--- src/rtl/cond_unit_if.sv ---
// cond_unit_if
// Groups the decoder/ALU signals that feed the conditional-execution stage
// together with the gated strobes and debug state it produces.
//   Inputs to the stage : Cond, ALUFlags, FlagW, PCS, RegW, MemW, NoWrite,
//                         CondLatch, InstrDone
//   Outputs of the stage: PCSrc, RegWrite, MemWrite, CondExDelayed, Flags,
//                         ExecCount, SkipCount
// The slave modport is used by cond_unit; the master modport by whatever
// drives it (decoder/ALU side, or a testbench).
interface cond_unit_if #(
    parameter int CNT_W = 16
);
    logic [3:0]       Cond;
    logic [3:0]       ALUFlags;
    logic [1:0]       FlagW;
    logic             PCS;
    logic             RegW;
    logic             MemW;
    logic             NoWrite;
    logic             CondLatch;
    logic             InstrDone;
    logic             PCSrc;
    logic             RegWrite;
    logic             MemWrite;
    logic             CondExDelayed;
    logic [3:0]       Flags;
    logic [CNT_W-1:0] ExecCount;
    logic [CNT_W-1:0] SkipCount;

    modport slave (
        input  Cond, ALUFlags, FlagW, PCS, RegW, MemW, NoWrite,
               CondLatch, InstrDone,
        output PCSrc, RegWrite, MemWrite, CondExDelayed, Flags,
               ExecCount, SkipCount
    );

    modport master (
        output Cond, ALUFlags, FlagW, PCS, RegW, MemW, NoWrite,
               CondLatch, InstrDone,
        input  PCSrc, RegWrite, MemWrite, CondExDelayed, Flags,
               ExecCount, SkipCount
    );
endinterface

--- src/rtl/cond_unit.sv ---
// cond_unit
// Conditional-execution stage placed after the ALU. Holds the NZCV flag
// register, evaluates the ARM condition field against it, gates the PC,
// register-file and memory write strobes, latches the condition result for
// the multicycle datapath and counts executed/skipped instructions.
// Ports:
//   clk   - rising-edge clock
//   reset - synchronous active-low reset
//   bus   - cond_unit_if.slave carrying condition field, ALU flags, flag
//           write enables, decoder write requests, latch/retire pulses and
//           the gated strobes, flag register and counters
// The CNT_W parameter must match the CNT_W of the connected interface.
module cond_unit #(
    parameter int CNT_W = 16
) (
    input  logic        clk,
    input  logic        reset,
    cond_unit_if.slave  bus
);

    localparam logic [CNT_W-1:0] CNT_ONE = {{(CNT_W-1){1'b0}}, 1'b1};
    localparam logic [CNT_W-1:0] CNT_MAX = {CNT_W{1'b1}};

    logic [3:0]       flags_q;
    logic [3:0]       flags_d;
    logic             condExDelayed_q;
    logic             condExDelayed_d;
    logic [CNT_W-1:0] execCount_q;
    logic [CNT_W-1:0] execCount_d;
    logic [CNT_W-1:0] skipCount_q;
    logic [CNT_W-1:0] skipCount_d;
    logic             condEx;
    logic             flagN;
    logic             flagZ;
    logic             flagC;
    logic             flagV;

    assign {flagN, flagZ, flagC, flagV} = flags_q;

    // Condition check uses the registered flags only, so a flag-setting
    // instruction is judged against the flags that existed before it.
    // Code 1111 is treated as always-execute like AL.
    always_comb begin
        condEx = 1'b1;
        case (bus.Cond)
            4'b0000: condEx = flagZ;
            4'b0001: condEx = ~flagZ;
            4'b0010: condEx = flagC;
            4'b0011: condEx = ~flagC;
            4'b0100: condEx = flagN;
            4'b0101: condEx = ~flagN;
            4'b0110: condEx = flagV;
            4'b0111: condEx = ~flagV;
            4'b1000: condEx = flagC & ~flagZ;
            4'b1001: condEx = ~flagC | flagZ;
            4'b1010: condEx = (flagN == flagV);
            4'b1011: condEx = (flagN != flagV);
            4'b1100: condEx = ~flagZ & (flagN == flagV);
            4'b1101: condEx = flagZ | (flagN != flagV);
            default: condEx = 1'b1;
        endcase
    end

    // Gated write strobes; compare instructions never write the register file.
    assign bus.PCSrc         = bus.PCS & condEx;
    assign bus.RegWrite      = bus.RegW & ~bus.NoWrite & condEx;
    assign bus.MemWrite      = bus.MemW & condEx;
    assign bus.Flags         = flags_q;
    assign bus.CondExDelayed = condExDelayed_q;
    assign bus.ExecCount     = execCount_q;
    assign bus.SkipCount     = skipCount_q;

    // Next-state for flags, latched condition and the debug counters.
    // The counters look at the pre-edge latched condition, so a CondLatch in
    // the same cycle as InstrDone only affects the next retirement.
    always_comb begin
        flags_d         = flags_q;
        condExDelayed_d = condExDelayed_q;
        execCount_d     = execCount_q;
        skipCount_d     = skipCount_q;
        if (bus.FlagW[1] & condEx) begin
            flags_d[3:2] = bus.ALUFlags[3:2];
        end
        if (bus.FlagW[0] & condEx) begin
            flags_d[1:0] = bus.ALUFlags[1:0];
        end
        if (bus.CondLatch) begin
            condExDelayed_d = condEx;
        end
        if (bus.InstrDone) begin
            if (condExDelayed_q) begin
                if (execCount_q != CNT_MAX) begin
                    execCount_d = execCount_q + CNT_ONE;
                end
            end else begin
                if (skipCount_q != CNT_MAX) begin
                    skipCount_d = skipCount_q + CNT_ONE;
                end
            end
        end
    end

    // State register; reset wins over any pending flag update or count.
    always_ff @(posedge clk) begin
        if (!reset) begin
            flags_q         <= 4'b0000;
            condExDelayed_q <= 1'b0;
            execCount_q     <= '0;
            skipCount_q     <= '0;
        end else begin
            flags_q         <= flags_d;
            condExDelayed_q <= condExDelayed_d;
            execCount_q     <= execCount_d;
            skipCount_q     <= skipCount_d;
        end
    end

endmodule

--- src/flat_wrapper.sv ---
// flat-port wrapper written by rule: the top's interface ports become plain ports
module cond_unit_flat 
#(
    parameter int CNT_W = 16
)
  (clk, reset, bus_Cond, bus_ALUFlags, bus_FlagW, bus_PCS, bus_RegW, bus_MemW, bus_NoWrite, bus_CondLatch, bus_InstrDone, bus_PCSrc, bus_RegWrite, bus_MemWrite, bus_CondExDelayed, bus_Flags, bus_ExecCount, bus_SkipCount);
  cond_unit_if #(.CNT_W(CNT_W)) bus_i ();
  input  logic clk;
  input  logic reset;
  input wire logic [$bits(bus_i.Cond)-1:0] bus_Cond;
  input wire logic [$bits(bus_i.ALUFlags)-1:0] bus_ALUFlags;
  input wire logic [$bits(bus_i.FlagW)-1:0] bus_FlagW;
  input wire logic [$bits(bus_i.PCS)-1:0] bus_PCS;
  input wire logic [$bits(bus_i.RegW)-1:0] bus_RegW;
  input wire logic [$bits(bus_i.MemW)-1:0] bus_MemW;
  input wire logic [$bits(bus_i.NoWrite)-1:0] bus_NoWrite;
  input wire logic [$bits(bus_i.CondLatch)-1:0] bus_CondLatch;
  input wire logic [$bits(bus_i.InstrDone)-1:0] bus_InstrDone;
  output wire logic [$bits(bus_i.PCSrc)-1:0] bus_PCSrc;
  output wire logic [$bits(bus_i.RegWrite)-1:0] bus_RegWrite;
  output wire logic [$bits(bus_i.MemWrite)-1:0] bus_MemWrite;
  output wire logic [$bits(bus_i.CondExDelayed)-1:0] bus_CondExDelayed;
  output wire logic [$bits(bus_i.Flags)-1:0] bus_Flags;
  output wire logic [$bits(bus_i.ExecCount)-1:0] bus_ExecCount;
  output wire logic [$bits(bus_i.SkipCount)-1:0] bus_SkipCount;
  assign bus_i.Cond = bus_Cond;
  assign bus_i.ALUFlags = bus_ALUFlags;
  assign bus_i.FlagW = bus_FlagW;
  assign bus_i.PCS = bus_PCS;
  assign bus_i.RegW = bus_RegW;
  assign bus_i.MemW = bus_MemW;
  assign bus_i.NoWrite = bus_NoWrite;
  assign bus_i.CondLatch = bus_CondLatch;
  assign bus_i.InstrDone = bus_InstrDone;
  assign bus_PCSrc = bus_i.PCSrc;
  assign bus_RegWrite = bus_i.RegWrite;
  assign bus_MemWrite = bus_i.MemWrite;
  assign bus_CondExDelayed = bus_i.CondExDelayed;
  assign bus_Flags = bus_i.Flags;
  assign bus_ExecCount = bus_i.ExecCount;
  assign bus_SkipCount = bus_i.SkipCount;
  cond_unit #(.CNT_W(CNT_W)) u_core (.clk(clk), .reset(reset), .bus(bus_i));
endmodule
--- config.mk ---
export PLATFORM = sky130hd
export DESIGN_NAME = cond_unit_flat
export DESIGN_NICKNAME = d
export VERILOG_FILES = /design/src/rtl/cond_unit_if.sv /design/src/rtl/cond_unit.sv /design/src/flat_wrapper.sv
export SDC_FILE = /design/constraint.sdc
export NUM_CORES = 1
export LEC_CHECK = 0
export ABC_AREA = 1
export CORE_MARGIN = 3
export CORE_UTILIZATION = 40
export CTS_BUF_LIST = sky130_fd_sc_hd__clkbuf_8 sky130_fd_sc_hd__clkbuf_16
export CTS_CLUSTER_DIAMETER = 150
export DETAILED_ROUTE_END_ITERATION = 12
export MAX_ROUTING_LAYER = met4
export PLACE_DENSITY = 0.7
export SLEW_MARGIN = 25
export SYNTH_ARGS = -nofsm -noshare
export SYNTH_HDL_FRONTEND = slang
export SYNTH_SLANG_ARGS = --single-unit
--- constraint.sdc ---
create_clock -name clk -period 1.3 [get_ports clk]
set_input_delay 0.195 -clock clk [delete_from_list [all_inputs] [get_ports clk]]
set_output_delay 0.195 -clock clk [all_outputs]
set_load 0.03 [all_outputs]
Yosys cells after proc, flatten, opt, wreduce, memory -nomap -nowiden
Index checks and enable logic that the tools add are counted.
{ "op_classes": {"addsub": 2, "n_eq_ne": 17, "n_mux": 1, "n_bitwise": 16, "n_reduce_logical": 3} }
{ "ops": {"columns": ["operator", "n"], "rows": [
  ["$add A16 B1 Y16 const B", 2],
  ["$ne A16 B16 Y1 const B", 2],
  ["$eq A4 B4 Y1 const B", 6],
  ["$eq A4 B3 Y1 const B", 4],
  ["$pmux W1 S14", 1],
  ["$and A1 B1 Y1", 8],
  ["$eq A4 B2 Y1 const B", 2],
  ["$not A1 Y1", 6],
  ["$reduce_and A3 Y1", 2],
  ["$eq A4 B1 Y1 const B", 1],
  ["$logic_not A4 Y1", 1],
  ["$or A1 B1 Y1", 2],
  ["$eq A1 B1 Y1", 1],
  ["$ne A1 B1 Y1", 1]
]} }
{ "totals": {"ff_bits": 37, "input_bits": 18, "output_inout_bits": 40, "word_cells": 44} }

Depth between registers and ports, before layout
Gate-level depths: netlist of the first run.
{ "logic_depth": {"word_depth": 4, "ltp_mapped": 12, "mapped_depth_nobuf": 11} }

Worst setup path after synthesis of the first run
Ideal clock, no wire load.
{ "synth_path": {"kind": "register -> output", "from": "register u_core.flags_q[0], in the netlist u_core.bus.Flags[0]", "to": "output bus_RegWrite", "arrival_ns": 1.601, "required_time_ns": 1.105, "setup_slack_ns": -0.496, "path_stages_with_launch": 9, "n_path_buf": 0, "cell_sequence": "dfxtp_1 inv_1 nand2_1 nand3_1 a21oi_1 nor2_1 nand2_1 nand2_1 nor2_1"} }
{ "synth_via": {"elab_chain_len": 4, "word_cells_on_any_way": 7} }
{ "synth_lines": {"columns": ["item", "line", "source"], "rows": [
  ["start: declaration", "cond_unit.sv:24", "logic [3:0] flags_q;"],
  ["start signal: assignment", "cond_unit.sv:111", "flags_q <= flags_d;"],
  ["$ne A1 B1 Y1 or $eq A1 B1 Y1 (tied branches)", null, null],
  ["$or A1 B1 Y1 or $and A1 B1 Y1 (tied branches)", "cond_unit.sv:59, cond_unit.sv:58", null],
  ["$pmux W1 S14 *", "cond_unit.sv:45", "case (bus.Cond)"],
  ["$and A1 B1 Y1 *", "cond_unit.sv:66", "assign bus.RegWrite = bus.RegW & ~bus.NoWrite & condEx;"],
  ["end: declaration", "flat_wrapper.sv:20", "output wire logic [$bits(bus_i.RegWrite)-1:0] bus_RegWrite;"]
]} }
Every way passes the cells marked *; elsewhere a longest branch is shown, timed or not.

Worst setup path in the final report of the first run
{ "layout_path": {"from": "input bus_Cond[2]", "to": "output bus_RegWrite"} }
{ "layout_via": {"elab_chain_len": 3, "word_cells_on_any_way": 16} }
{ "layout_lines": {"columns": ["item", "line", "source"], "rows": [
  ["start: declaration", "flat_wrapper.sv:10", "input wire logic [$bits(bus_i.Cond)-1:0] bus_Cond;"],
  ["$eq A4 B4 Y1, or another cell as far along", "cond_unit.sv:45", null],
  ["$pmux W1 S14 *", "cond_unit.sv:45", null],
  ["$and A1 B1 Y1 *", "cond_unit.sv:66", null]
]} }
Marked as above.

==> flow_metrics.py, run 1 <==
metrics = {
    "cts": {
        "cts_sinks": 37,
        "cts_tree": "built",
        "htree_levels": 2,
        "ctsHoldBuffers": 0,
        "cts_buffers": 5,
        "clockRootBuffer": "clkbuf_8",
        "clockBufferDepth": 2,
        "cts.clk_slew.worst_paths_ns": 0.07,
        "clock_latency_ns": 0.30,
    },
    "global_routing": {
        "antenna_found_initial": 0,
        "gr-total-overflow": 0,
        "grt_pass1_vias": 2541,
        "grt_max_degree": 14,
        "grt_pass1_wl_mm": 11.2,
        "grt_usage": 0.225,
    },
    "placed_design": {
        "io_buffers": 57,
        "post-place-ws_ns": -1.04,
        "dp.cells": 562,
        "dp_hpwl_mm": 5.02,
        "gp_congestion": 0.915,
    },
    "logic_synthesis": {
        "synth_top_area_frac": 0.331,
        "yosysMostFrequentCell": "nand2_1",
        "synth_cell_type_count": 25,
        "synth_common_cells": "101 x nand2_1, 60 x nor2_1, 55 x inv_1, 37 x dfxtp_1, 36 x nand3_1",
        "synth_area_leaders": "dfxtp_1 33%, nand2_1 17%, nor2_1 10%",
        "async_reset_ff_frac": 0,
        "ys.warnings.count": 0,
        "yosysSeqAreaShare": 0.331,
        "synth_edf_count": 0,
        "yosys_register_bits": 37,
        "syn_avg_cell_area_um2": 6.10,
        "synthCells": 367,
        "synth_top_area_cell": "dfxtp_1",
        "syn_nets": 387,
        "netlist_area_um2": 2240,
        "synth_flop_cell": "dfxtp_1",
    },
    "run_status": {
        "violations": "negative setup slack",
        "status": "finished with violations",
    },
    "timing": {
        "finalCritPeriodShare": 1.32,
        "rsz0062_at_grt": "true",
        "finalSetupViolCount": 40,
        "worst_pin_slew_ns": 0.405,
        "skew_ns": 0.00533,
        "relSlewSlack": 0.728,
        "hold_violations": 0,
        "setup_ws_ns": -0.410,
        "holdWs_ns": 0.496,
        "fin_crit_ns": 1.71,
        "fmax_ghz": 0.585,
        "drv_slew": 0,
    },
    "die": {
        "dieArea_um2": 6530,
        "rows": 26,
        "fp.dieW_um": 80.8,
        "ios": 58,
        "start_util": 0.425,
        "coreArea_um2": 5270,
        "chipHeight_um": 80.8,
    },
    "power_and_ir_drop": {
        "power.leakage_nw": 1.87,
        "irDropWorstVdd_v": 0.000626,
        "power_density_nw_per_um2": 674,
    },
    "final_layout": {
        "instances_no_fill": 581,
        "antenna_cells": 0,
        "drive_gt1_frac": 0.517,
        "area_delta_synth_final_pct": 83.5,
        "num-nets-final": 530,
        "utilization": 0.779,
    },
    "worst_setup_path": {
        "crit_arrival_ns": 1.51,
        "r2r_end": "u_core.bus.Flags[3]$_SDFFE_PN0P_",
        "crit_slowest_cell": "dlygate4sd2_1",
        "path_cells": "dlygate4sd2_1 > nand2_1 > inv_1 > nand2_1 > buf_4 > nand2_2 > nor2_2 > nand2_2 > nand2_2 > nor2_4 > buf_6",
        "critical_path_class": "primary input to output port",
        "r2r_setup_slack_ns": -0.22,
        "endpoint_kind": "output port",
        "cpPeakStageDelay_ns": 0.31,
        "critPathLaunchType": "primary input",
        "critPathMaxFanout": 5,
        "cp.required_ns": 1.11,
        "crit_top_cell": "nand2_2",
        "r2r_start": "u_core.bus.Flags[2]$_SDFFE_PN0P_",
        "reg2reg_depth": 11,
    },
    "route": {
        "wl_met2_mm": 3.98,
        "ant_nets": 0,
        "wl_mm": 7.72,
        "top_layer_used": "met4",
        "via_per_inst": 4.84,
        "first_pass_iters": 4,
        "routed-wl-met3_um": 321,
        "met1Wirelength_mm": 3.32,
        "via_count": 2810,
        "routedWlPerCell_um": 13.3,
        "post-route-drc-count": 0,
        "drt-initial-drc-count": 157,
    },
    "hold_path": {
        "min_path_type": "primary input to flop",
        "min_to": "u_core.bus.CondExDelayed$_SDFFE_PN0P_",
        "hp-start": "bus_CondLatch",
        "worst_hold_path.num_cells": 4,
    },
    "flow_run": {
        "maxCapViolCount": 0,
    },
}
-- metrics by stage --
stage,cell area (um^2),TNS (ns),power (mW)
global placement,3510,-9.39,1.80
finish,4110,-6.35,2.77
detailed placement,3510,-10.52,1.82
CTS,3810,-5.01,2.66
floorplan,2390,-4.26,1.55
global route,4110,-9.34,2.89
-- report_power, final --
group / internal, mW / total, mW / switching [mW]
registers: 1.16 / 1.21 / 0.0444
logic: 0.338 / 0.760 / 0.422
clock network: 0.364 / 0.801 / 0.436
total: 1.87 / 2.77 / 0.902
-- worst max-delay path: cells and delay by family --
kind / cells / cell delay, ns
buffers and inverters: 4 / 0.74
and+or+nand+nor: 7 / 0.59
-- area by class of cell --
type | instances | area [um^2]
flip-flops and latches | 37 | 790
multi-input cells | 267 | 1740
well taps | 70 | 87.6
inverters | 56 | 220
clock buffers | 5 | 68.8
fillers | 377 | 1160
repair buffers | 143 | 1190
clock inverters | 3 | 13.8
-- placed cells by master (no fill, tap or decap), drive strengths merged, types with 10 or more instances in the layout --
| master | n |
|---|---|
| nand3 | 36 |
| inv | 56 |
| clkdlybuf4s50 | 13 |
| a21oi | 21 |
| dfxtp | 37 |
| nor3 | 15 |
| o21ai | 10 |
| nor2 | 63 |
| nand2 | 103 |
| buf | 111 |
| clkdlybuf4s15 | 10 |
-- registers in the layout, summed over array words and instances, names as in the netlist --
signal                    flops
u_core.bus.CondExDelayed      1
u_core.bus.ExecCount         16
u_core.bus.Flags              4
u_core.bus.SkipCount         16
-- routing by layer --
metal | up-vias | GRT usage
met5 | - | -
met4 | 0 | 0.105
met3 | 7 | 0.0344
met2 | 71 | 0.382
met1 | 1298 | 0.261
li1 | 1434 | -
-- how the worst max path moves through the flow --
stage / start / cells past startpoint / endpoint / slack, ns
after global routing: bus_Cond[2] / 11 / bus_RegWrite / -0.48
after detailed placement: bus_Cond[1] / 10 / bus_MemWrite / -1.04
after CTS: u_core.bus.Flags[2]$_SDFFE_PN0P_ / 10 / bus_RegWrite / -0.40
after global placement: bus_Cond[1] / 9 / bus_PCSrc / -0.96
after floorplan: u_core.bus.ExecCount[1]$_SDFFE_PN0P_ / 9 / u_core.bus.ExecCount[0]$_SDFFE_PN0P_ / -0.18
final: bus_Cond[2] / 11 / bus_RegWrite / -0.41
-- repair_timing --
| item | CTS | global route |
|---|---|---|
| buffers inserted | 3 | 5 |
| hold endpoints to repair | 0 | 0 |
| gates resized for setup | 102 | 80 |
| endpoints found under the setup margin | 55 | 46 |
| cloned | 3 | 0 |
| pin swaps | 23 | 25 |
-- cells by family after synthesis --
family	after synthesis	share of synthesized area
xor gates and xnor gates	11	0.0430
adders and majority gates	2	0.0112
buffers and inverters	63	0.116
AOI/OAI and AO/OA	33	0.0844
DFF	37	0.331
and+or+nand+nor	221	0.415
No activity file was read; power rests on OpenSTA's default activity.
==> inputs of run 2 (changes only) <==
- GPL_TIMING_DRIVEN: unset -> 0
==> flow_metrics.py, run 2 (synthesis gave the netlist of run 1 again) <==
metrics = {
    "run_status": {
        "status": "finished with violations",
        "violations": "negative setup slack",
    },
    "cts": {
        "clockBufferDepth": 2,
        "cts_buffers": 5,
        "cts_sinks": 37,
        "htree_levels": 2,
        "clock_latency_ns": 0.29,
        "cts_tree": "built",
        "cts.clk_slew.worst_paths_ns": 0.07,
        "ctsHoldBuffers": 0,
        "clockRootBuffer": "clkbuf_8",
    },
    "die": {
        "start_util": 0.425,
        "coreArea_um2": 5270,
        "rows": 26,
        "fp.dieW_um": 80.8,
        "ios": 58,
        "dieArea_um2": 6530,
        "chipHeight_um": 80.8,
    },
    "global_routing": {
        "grt_pass1_wl_mm": 11.3,
        "grt_max_degree": 12,
        "antenna_found_initial": 0,
        "grt_pass1_vias": 2443,
        "grt_usage": 0.226,
        "gr-total-overflow": 0,
    },
    "timing": {
        "rsz0062_at_grt": "true",
        "fmax_ghz": 0.578,
        "finalSetupViolCount": 40,
        "setup_ws_ns": -0.429,
        "drv_slew": 0,
        "worst_pin_slew_ns": 0.631,
        "fin_crit_ns": 1.73,
        "relSlewSlack": 0.579,
        "skew_ns": 0.0109,
        "fin_tns_setup_ns": -7.60,
        "finalCritPeriodShare": 1.33,
        "hold_violations": 0,
    },
    "final_layout": {
        "final_cell_mix": "73 x nand2_1, 48 x inv_1, 45 x nor2_1",
        "multiInputGateArea_um2": 1720,
        "drive_gt1_frac": 0.409,
        "final_common_cell": "nand2_1",
        "regArea_um2": 801,
        "fillers": 429,
        "num-nets-final": 481,
        "utilization": 0.722,
        "antenna_cells": 0,
        "area_delta_synth_final_pct": 69.9,
        "instances_no_fill": 532,
    },
    "worst_setup_path": {
        "crit_arrival_ns": 1.53,
        "critPathLaunchType": "flop",
        "critPathMaxFanout": 6,
        "endpoint_kind": "output port",
        "cp.required_ns": 1.11,
        "critical_path_class": "flop to output port",
        "reg2reg_depth": 13,
    },
    "power_and_ir_drop": {
        "combinationalPowerShare": 0.263,
        "p_sw_frac": 0.311,
        "power_density_nw_per_um2": 753,
        "p_int_mw": 1.97,
        "p_sw_mw": 0.889,
        "irDropWorstVdd_v": 0.000488,
        "power.leakage_nw": 1.73,
        "clockPowerShare": 0.316,
        "power_frac_seq": 0.421,
    },
    "placed_design": {
        "dp.cells": 494,
        "gp_congestion": 0.912,
        "post-place-ws_ns": -1.29,
        "dp_hpwl_mm": 4.47,
        "io_buffers": 57,
    },
    "flow_run": {
        "maxCapViolCount": 0,
    },
    "hold_path": {
        "min_path_type": "flop to flop",
        "worst_hold_path.num_cells": 2,
    },
    "route": {
        "routedWlPerCell_um": 13.9,
        "drt-initial-drc-count": 136,
        "wl_mm": 7.41,
        "via_count": 2706,
        "via_per_inst": 5.09,
        "post-route-drc-count": 0,
        "ant_nets": 0,
        "first_pass_iters": 4,
    },
}
==> run 2: layout make-up <==
cell class                      instances  share of cell area
Inverter                               56              0.0573
Clock buffer                            7              0.0253
Tap cell                               70              0.0230
Multi-Input combinational cell        267               0.452
Buffer                                  7              0.0184
Clock inverter                          1             0.00132
Sequential cell                        37               0.211
Timing Repair Buffer                   87               0.212
==> run 2: repair_timing <==
| item | 4_1_cts | 5_1_grt |
|---|---|---|
| resized for setup | 135 | 85 |
| pin swaps | 17 | 30 |
| endpoints found under the hold margin | 0 | 0 |
| endpoints found under the setup margin | 77 | 58 |
| cloned | 3 | 0 |
| buffers inserted | 20 | 8 |
==> run 2: worst paths after layout <==
kind / slack [ns] / startpoint / end
max reg2reg: -0.27 / u_core.bus.Flags[3]$_SDFFE_PN0P_ / u_core.bus.Flags[3]$_SDFFE_PN0P_
min: 0.49 / u_core.bus.ExecCount[6]$_SDFFE_PN0P_ / u_core.bus.ExecCount[6]$_SDFFE_PN0P_
max: -0.43 / u_core.bus.Flags[3]$_SDFFE_PN0P_ / bus_PCSrc
min reg2reg: 0.49 / u_core.bus.ExecCount[6]$_SDFFE_PN0P_ / u_core.bus.ExecCount[6]$_SDFFE_PN0P_
==> run 2: worst max-delay path, stage by stage, from the launching register on <==
cell	delay, ns
dfxtp_4	0.37
inv_2	0.08
nand2_4	0.06
nand3_4	0.08
nand2_2	0.06
nand2_2	0.07
nand3_2	0.09
nor2_4	0.15
buf_6	0.12
nor2_4	0.03
buf_6	0.13
==> run 2: through the flow <==
step	power, mW	instance area (um^2)	hold WS (ns)
after global placement	1.75	3050	0.457
after detailed placement	1.75	3050	0.471
final	2.86	3800	0.490
after global routing	2.98	3800	0.509
after CTS	2.76	3530	0.488
after floorplan	1.55	2390	0.318
==> run 2: layer usage <==
layer | wire length (um) | share of wire | global-route usage | up-vias
met5 | 0 | 0 | - | -
met4 | 127 | 0.017 | 0.0709 | 0
met3 | 329 | 0.044 | 0.0299 | 15
met2 | 3820 | 0.52 | 0.381 | 85
met1 | 3130 | 0.42 | 0.282 | 1269
li1 | - | - | - | 1337
==> run 2: power groups by stage <==
stage	sequential, mW	clock [mW]	combinational (mW)
2_1_floorplan	1.28	0	0.271
3_3_place_gp	1.23	0	0.513
3_5_place_dp	1.23	0	0.520
4_1_cts	1.21	0.899	0.657
5_1_grt	1.21	0.961	0.812
6_report	1.21	0.906	0.753
==> inputs of run 3 (changes only) <==
- RECOVER_POWER: unset -> 100
==> flow_metrics.py, run 3 (synthesis gave the netlist of run 1 again) <==
metrics = {
    "timing": {
        "drv_slew": 0,
        "finalSetupViolCount": 40,
        "relSlewSlack": 0.581,
        "finalCritPeriodShare": 1.33,
        "fin_crit_ns": 1.73,
        "fin_tns_setup_ns": -7.58,
        "fmax_ghz": 0.578,
        "worst_pin_slew_ns": 0.628,
        "hold_violations": 0,
        "holdWs_ns": 0.490,
        "rsz0062_at_grt": "true",
        "setup_ws_ns": -0.429,
        "skew_ns": 0.0103,
    },
    "power_and_ir_drop": {
        "power_mw": 2.87,
        "power.leakage_nw": 1.72,
        "irDropWorstVdd_v": 0.000489,
        "power_density_nw_per_um2": 759,
    },
    "die": {
        "fp.dieW_um": 80.8,
        "coreArea_um2": 5270,
        "chipHeight_um": 80.8,
        "start_util": 0.425,
        "rows": 26,
        "ios": 58,
        "dieArea_um2": 6530,
    },
    "global_routing": {
        "grt_max_degree": 12,
        "antenna_found_initial": 0,
        "grt_usage": 0.226,
        "grt_pass1_vias": 2443,
        "grt_pass1_wl_mm": 11.3,
        "gr-total-overflow": 0,
    },
    "placed_design": {
        "gp_congestion": 0.912,
        "dp_hpwl_mm": 4.47,
        "placed_cell_area_um2": 3050,
        "dp.cells": 494,
        "post-place-ws_ns": -1.29,
        "io_buffers": 57,
    },
    "flow_run": {
        "maxCapViolCount": 0,
    },
    "final_layout": {
        "area_delta_synth_final_pct": 68.7,
        "final_common_cell": "nand2_1",
        "utilization": 0.717,
        "instances_no_fill": 532,
        "num-nets-final": 481,
        "drive_gt1_frac": 0.398,
        "final_cell_mix": "73 x nand2_1, 48 x inv_1, 45 x nor2_1",
        "stdcell_area_um2": 3780,
        "antenna_cells": 0,
    },
    "run_status": {
        "violations": "negative setup slack",
        "status": "finished with violations",
    },
    "cts": {
        "cts_buffers": 5,
        "cts_sinks": 37,
        "cts.clk_slew.worst_paths_ns": 0.07,
        "htree_levels": 2,
        "clockBufferDepth": 2,
        "cts_tree": "built",
        "clockRootBuffer": "clkbuf_8",
        "clock_latency_ns": 0.29,
    },
    "route": {
        "routedWlPerCell_um": 13.9,
        "drt-initial-drc-count": 110,
        "via_per_inst": 5.03,
        "first_pass_iters": 4,
        "wl_mm": 7.41,
        "via_count": 2675,
        "ant_nets": 0,
        "post-route-drc-count": 0,
    },
    "worst_setup_path": {
        "crit_slowest_cell": "dfxtp_4",
        "path_cells": "inv_2 > nand2_4 > nand3_4 > nand2_2 > nand2_2 > nand3_2 > nor2_4 > buf_6 > nor2_4 > buf_6",
        "critPathMaxFanout": 6,
        "critical_path_class": "flop to output port",
        "endpoint_kind": "output port",
        "crit_arrival_ns": 1.53,
        "cp.required_ns": 1.11,
        "critPathLaunchType": "flop",
        "cpPeakStageDelay_ns": 0.37,
    },
    "hold_path": {
        "min_path_type": "flop to flop",
    },
}
## run 3: changes by cell type in the layout (fill, tap and decap cells not counted), sizes merged
| cell | before | now |
|---|---|---|
| clkbuf | 14 | 16 |
| clkdlybuf4s15 | 16 | 14 |
## run 3: final timing paths
path / endpoint / slack, ns / cells past startpoint / from
hold reg to reg: u_core.bus.ExecCount[6]$_SDFFE_PN0P_ / 0.49 / 2 / u_core.bus.ExecCount[6]$_SDFFE_PN0P_
hold / removal: u_core.bus.ExecCount[6]$_SDFFE_PN0P_ / 0.49 / 2 / u_core.bus.ExecCount[6]$_SDFFE_PN0P_
setup / recovery: bus_PCSrc / -0.43 / 10 / u_core.bus.Flags[3]$_SDFFE_PN0P_
setup reg to reg: u_core.bus.Flags[3]$_SDFFE_PN0P_ / -0.27 / 13 / u_core.bus.Flags[3]$_SDFFE_PN0P_
## run 3: area by class of cell
cell class	count	area [um^2]
timing repair buffer	87	790
inverter	56	218
clock buffer	7	96.3
clock inverter	1	5.00
fill	436	1490
sequential	37	791
tap	70	87.6
buffer	7	70.1
multi-input combinational	267	1720
## run 3: critical path: cells and delay by family, from the launching register on
family	cells	cell delay (ns)
simple gates	7	0.54
flops	1	0.37
buf+inv	3	0.33
## run 3: timing repair
item / in CTS / in global routing
hold buffers: 0 / 0
gates cloned: 3 / 0
pin swaps: 17 / 30
setup endpoints to repair: 77 / 58
gates resized for setup: 135 / 85
buffers inserted: 20 / 8
## run 3: metal layers
layer | share of wire | GRT usage | up-vias
li1 | - | - | 1336
met1 | 0.43 | 0.282 | 1245
met2 | 0.51 | 0.381 | 79
met3 | 0.042 | 0.0299 | 15
met4 | 0.017 | 0.0709 | 0
met5 | 0 | - | -
## run 3: where the power goes
part / leakage (nW) / switching (mW) / total [mW] / internal, mW
Combinational: 1.35 / 0.416 / 0.752 / 0.337
Sequential: 0.313 / 0.0478 / 1.21 / 1.16
Clock: 0.0542 / 0.423 / 0.903 / 0.480
Total: 1.72 / 0.887 / 2.87 / 1.98
